==> src/rtl/fmul_e4f4_unit.sv <==
// Two-stage FloPoCo-format multiplier (wE=4, wF=4).
// Stage 1 multiplies and classifies; stage 2 normalizes, rounds and packs.
module fmul_e4f4_unit (
    input  logic        clk,
    input  logic        rst_n,
    input  logic [10:0] x,
    input  logic [10:0] y,
    input  logic        ce,
    output logic [10:0] r,
    output logic        r_valid,
    output logic        busy
);

    localparam logic [1:0] EXC_ZERO = 2'b00;
    localparam logic [1:0] EXC_NORM = 2'b01;
    localparam logic [1:0] EXC_INF  = 2'b10;
    localparam logic [1:0] EXC_NAN  = 2'b11;

    logic        v1_q;
    logic        s1_sign_q, s1_sign_d;
    logic [5:0]  s1_exp_q, s1_exp_d;
    logic [9:0]  s1_prod_q, s1_prod_d;
    logic [1:0]  s1_exc_q, s1_exc_d;

    logic        v2_q;
    logic [10:0] s2_res_q, s2_res_d;

    logic        r_valid_q;
    logic [10:0] r_q;

    logic [1:0]  xc, yc;
    logic        any_nan, any_inf, any_zero;

    always_comb begin
        xc        = x[10:9];
        yc        = y[10:9];
        any_zero  = (xc == EXC_ZERO) || (yc == EXC_ZERO);
        any_inf   = (xc == EXC_INF) || (yc == EXC_INF);
        any_nan   = (xc == EXC_NAN) || (yc == EXC_NAN) || (any_zero && any_inf);
        s1_sign_d = x[8] ^ y[8];
        s1_exp_d  = {2'b00, x[7:4]} + {2'b00, y[7:4]} - 6'd7;
        s1_prod_d = {5'b0, 1'b1, x[3:0]} * {5'b0, 1'b1, y[3:0]};
        if (any_nan) begin
            s1_exc_d = EXC_NAN;
        end else if (any_inf) begin
            s1_exc_d = EXC_INF;
        end else if (any_zero) begin
            s1_exc_d = EXC_ZERO;
        end else begin
            s1_exc_d = EXC_NORM;
        end
    end

    always_ff @(posedge clk or negedge rst_n) begin
        if (!rst_n) begin
            v1_q      <= 1'b0;
            s1_sign_q <= 1'b0;
            s1_exp_q  <= '0;
            s1_prod_q <= '0;
            s1_exc_q  <= '0;
        end else begin
            v1_q <= ce;
            if (ce) begin
                s1_sign_q <= s1_sign_d;
                s1_exp_q  <= s1_exp_d;
                s1_prod_q <= s1_prod_d;
                s1_exc_q  <= s1_exc_d;
            end
        end
    end

    logic       hi, guard, sticky, rnd_up;
    logic [3:0] frac_n;
    logic [4:0] frac_sum;
    logic [5:0] exp_n, exp_r;
    logic       ovf, unf;

    // Product in [1,4): bit 9 set means the value reached 2.0
    always_comb begin
        hi       = s1_prod_q[9];
        exp_n    = s1_exp_q + {5'b0, hi};
        frac_n   = hi ? s1_prod_q[8:5] : s1_prod_q[7:4];
        guard    = hi ? s1_prod_q[4] : s1_prod_q[3];
        sticky   = hi ? (|s1_prod_q[3:0]) : (|s1_prod_q[2:0]);
        rnd_up   = guard & (sticky | frac_n[0]);
        frac_sum = {1'b0, frac_n} + {4'b0, rnd_up};
        exp_r    = exp_n + {5'b0, frac_sum[4]};
        unf      = exp_r[5];
        ovf      = !exp_r[5] && exp_r[4];
        if (s1_exc_q == EXC_NAN) begin
            s2_res_d = {EXC_NAN, 1'b0, 8'h00};
        end else if (s1_exc_q == EXC_INF) begin
            s2_res_d = {EXC_INF, s1_sign_q, 8'h00};
        end else if (s1_exc_q == EXC_ZERO) begin
            s2_res_d = {EXC_ZERO, s1_sign_q, 8'h00};
        end else if (ovf) begin
            s2_res_d = {EXC_INF, s1_sign_q, 8'h00};
        end else if (unf) begin
            s2_res_d = {EXC_ZERO, s1_sign_q, 8'h00};
        end else begin
            s2_res_d = {EXC_NORM, s1_sign_q, exp_r[3:0], frac_sum[3:0]};
        end
    end

    always_ff @(posedge clk or negedge rst_n) begin
        if (!rst_n) begin
            v2_q     <= 1'b0;
            s2_res_q <= '0;
        end else begin
            v2_q <= v1_q;
            if (v1_q) begin
                s2_res_q <= s2_res_d;
            end
        end
    end

    always_ff @(posedge clk or negedge rst_n) begin
        if (!rst_n) begin
            r_valid_q <= 1'b0;
            r_q       <= '0;
        end else begin
            r_valid_q <= v2_q;
            if (v2_q) begin
                r_q <= s2_res_q;
            end
        end
    end

    assign r       = r_q;
    assign r_valid = r_valid_q;
    assign busy    = v1_q | v2_q;

endmodule

==> config.mk <==
export PLATFORM = sky130hd
export DESIGN_NAME = fmul_e4f4_unit
export DESIGN_NICKNAME = d
export VERILOG_FILES = /design/src/rtl/fmul_e4f4_unit.sv
export SDC_FILE = /design/constraint.sdc
export NUM_CORES = 1
export LEC_CHECK = 0
export BUFFER_PORTS_ARGS = -buffer_cell sky130_fd_sc_hd__buf_2
export CAP_MARGIN = 20
export CORE_ASPECT_RATIO = 1.1
export CORE_MARGIN = 2
export CORE_UTILIZATION = 45
export DETAILED_ROUTE_END_ITERATION = 6
export GPL_TIMING_DRIVEN = 0
export PLACE_DENSITY_LB_ADDON = 0.15
export SETUP_SLACK_MARGIN = 0.4
export SYNTH_ARGS = -nofsm -noshare
export SYNTH_HDL_FRONTEND = slang
export SYNTH_SLANG_ARGS = --single-unit
==> constraint.sdc <==
create_clock -name clk -period 4.8 [get_ports clk]
set_input_delay 0.48 -clock clk [delete_from_list [all_inputs] [get_ports clk]]
set_output_delay 0.48 -clock clk [all_outputs]
set_load 0.01 [all_outputs]
==> impl_metrics.json <==
{
  "grt_max_degree": 45,
  "period_share_pct": 72.19,
  "core_um2": 6156,
  "grt-ovfl-total": 0,
  "clock-skew-final_ns": 0.003930,
  "synth.distinct_cells": 44,
  "via_count": 1909,
  "hold_path.class": "in -> async",
  "final_nets": 372,
  "slowest_stage": "fa_1",
  "async_reset_ff_share_pct": 100.0,
  "insertion_delay_ns": 0.29,
  "io_pins": 38,
  "synth_edf_count": 0,
  "pwr-share-comb_pct": 35.5,
  "min_period_ns": 3.465,
  "synth-seq-cells": 44,
  "rsz0062_at_grt": "false",
  "seqPwrFrac_pct": 45.3,
  "fmax_mhz": 288.6,
  "initial_core_util_pct": 46.32,
  "routed_via_density": 4.895,
  "track_usage_pct": 15.64,
  "synth_fp_nets": 327,
  "cp_max_fo": 4,
  "dp_hpwl_um": 3923,
  "drt-total-wl_um": 4868,
  "die_x_um": 79.90,
  "cts_buffers": 5,
  "antenna_left": 0,
  "hold_viol": 0,
  "cts_resized": 0,
  "powerDensity_nw_per_um2": 339.1,
  "cp-endpoint": "s1_prod_q[9]",
  "synth.avg_cell_area_um2": 10.76,
  "cp_slowest_stage_delay_ns": 0.51,
  "setup_viol": 0,
  "clock_sinks": 44,
  "syn_to_final_growth_pct": 13.43,
  "syn_area_um2": 2851,
  "slew_violations": 0,
  "clockBufferDepth": 2,
  "synth-main-ff-cell": "dfrtp_1",
  "syn_inst": 265,
  "clkTransAtPathRegs_ns": 0.07,
  "relSlewSlack_pct": 67.65,
  "diodes": 0,
  "netSwitchingPower_mw": 0.3750,
  "crit_required_ns": 4.97,
  "endpoint_kind": "flip-flop",
  "drcViolationCount": 0,
  "port_buffers": 37,
  "crit_family": "adder cells",
  "cp.arrival_ns": 3.64,
  "postCtsSetupBuffers": 0,
  "peakVddDrop_uv": 188.6,
  "drv_cap": 0,
  "worstMarginPinSlew_ns": 0.4853,
  "path_cells": "buf_2 -> inv_1 -> nor2_1 -> fa_1 -> inv_1 -> fa_1 -> fa_1 -> inv_1 -> ha_1 -> o21ai_1 -> o21bai_1 -> o22ai_1 -> xor2_1 -> mux2_2",
  "dieArea_um2": 6990,
  "die_height_um": 87.49,
  "yosysSeqAreaShare_pct": 38.61,
  "critPathLaunchType": "input port",
  "grt_pass1_vias": 1934,
  "tns_ns": 0,
  "p_leak_nw": 1.621,
  "htreeDepth": 2,
  "clkPwrFrac_pct": 19.2,
  "drive_above_1_share_pct": 22.26,
  "r2r_cells": 11,
  "worstSetupPathType": "in -> reg",
  "setup_slack_ns": 1.335,
  "r2r_end": "s2_res_q[2]",
  "grt_pass1_wl_um": 8666,
  "drt_first_iter_violations": 48,
  "dp_worst_setup_slack_ns": 1.007,
  "grt_antenna_before_repair": 0,
  "worst-path-buf-inv": 4,
  "nFillCells": 611,
  "cp-startpoint": "x[1]",
  "synth_warnings": 0,
  "critical_path_depth": 14,
  "firstDrtPassIters": 4,
  "cts_hold_buffers": 0,
  "root_buffer": "clkbuf_8",
  "switching_share_pct": 34.19,
  "rows": 30,
  "r2r_setup_slack_ns": 1.93,
  "status": "finished, final reports clean",
  "cts_tree": "built",
  "finalWeightedCongestion": 0.7856,
  "rr_startpoint": "s1_prod_q[9]",
  "wire_per_inst_um": 12.48,
  "cell_internal_pwr_mw": 0.7218
}
[cell usage after synthesis, types with 3 or more instances]
| cell type | number | share of area [%] |
|---|---|---|
| and2_1 | 8 | 1.8 |
| o21ai_0 | 9 | 1.6 |
| nor2_1 | 15 | 2.0 |
| nand2_1 | 11 | 1.4 |
| xor2_1 | 4 | 1.2 |
| buf_2 | 3 | 0.53 |
| nand3_1 | 4 | 0.70 |
| mux2_2 | 6 | 2.4 |
| o22ai_2 | 8 | 3.5 |
| o21a_1 | 3 | 0.79 |
| fa_1 | 11 | 7.7 |
| mux2i_1 | 5 | 1.8 |
| a21oi_1 | 9 | 1.6 |
| ha_1 | 26 | 11 |
| a21o_1 | 3 | 0.79 |
| inv_1 | 39 | 5.1 |
| xnor2_1 | 7 | 2.2 |
| o21ai_1 | 6 | 1.1 |
| nor2b_1 | 4 | 0.88 |
| mux2_1 | 13 | 5.1 |
| dfrtp_1 | 44 | 39 |
[cells by family (layout without fill, tap and decap cells)]
group           after synthesis  count (layout)  synth area share (%)
buf+inv                      46              91                 6.187
compound gates               51              51                 13.03
simple gates                 50              50                 9.303
mux                          25              25                 9.785
xor+xnor                     12              12                 3.949
fa+ha+maj                    37              37                 19.13
flops                        44              44                 38.61
[through the flow]
step	util, %	total power, mW	instances	area, µm²	hold WS [ns]
6_report	52.54	1.097	390	3234	0.08391
5_1_grt	52.54	1.188	390	3234	0.1032
4_1_cts	52.22	1.108	389	3214	0.3710
3_5_place_dp	50.96	0.8941	382	3137	0.4270
3_3_place_gp	50.96	0.8835	382	3137	0.4274
2_1_floorplan	-	0.7893	265	2851	0.1844
[worst min-delay path by stage]
stage / start / endpoint / slack (ns) / cells past startpoint
finish: rst_n / r[6] / 0.08 / 1
global placement: v2_q / r_valid / 0.43 / 0
CTS: rst_n / r[7] / 0.37 / 1
floorplan: rst_n / r[0] / 0.18 / 0
detailed placement: v2_q / r_valid / 0.43 / 0
global route: rst_n / r[6] / 0.10 / 1
[routing by layer]
metal  wire length [µm]  part of all wire [%]  global-route usage (%)  vias up
li1                   -                     -                       -      984
met1               2149                    44                   19.07      893
met2               2535                    52                   28.48       27
met3                114                   2.3                   1.867        5
met4                 68                   1.4                   5.085        0
met5                  0                     0                       0        -
[area by class of cell]
cell class | count | area (µm²) | share of cell area [%]
multi-input combinational | 175 | 1574 | 48.67
sequential | 44 | 1101 | 34.04
inverter | 41 | 153.9 | 4.758
clock inverter | 1 | 5.005 | 0.1547
clock buffer | 6 | 72.57 | 2.244
timing repair buffer | 38 | 205.2 | 6.344
tap | 80 | 100.1 | 3.095
buffer | 5 | 22.52 | 0.6963
[registers in the layout (all words and copies together) (netlist names)]
signal and count:
s1_exp_q 6, v1_q 1, s1_sign_q 1, r 11, v2_q 1, s1_prod_q 10, s2_res_q 11, r_valid 1
s1_exc_q 2
[power groups by stage]
stage / logic [mW] / clock network [mW] / registers [mW]
after floorplan: 0.297 / 0 / 0.493
after global placement: 0.382 / 0 / 0.501
after detailed placement: 0.390 / 0 / 0.504
after CTS: 0.394 / 0.217 / 0.497
after global routing: 0.447 / 0.232 / 0.509
final: 0.389 / 0.211 / 0.497
[layout by cell type, fill, tap and decap left out, types with 8 or more instances in the layout]
cell / count
o21ai_0: 9
fa_1: 11
buf_2: 40
o22ai_2: 8
ha_1: 26
and2_1: 8
a21oi_1: 9
mux2_1: 13
inv_1: 39
nand2_1: 11
dfrtp_1: 44
nor2_1: 15
[worst register-to-register path, delay by kind of cell (launching register included)]
family / cells / cell delay (ns)
AOI/OAI and AO/OA: 2 / 0.34
xor gates and xnor gates: 1 / 0.34
adders and majority gates: 3 / 0.89
and+or+nand+nor: 4 / 0.47
DFF: 1 / 0.42
buffers and inverters: 1 / 0.34
(Power assumes the default switching activity.)
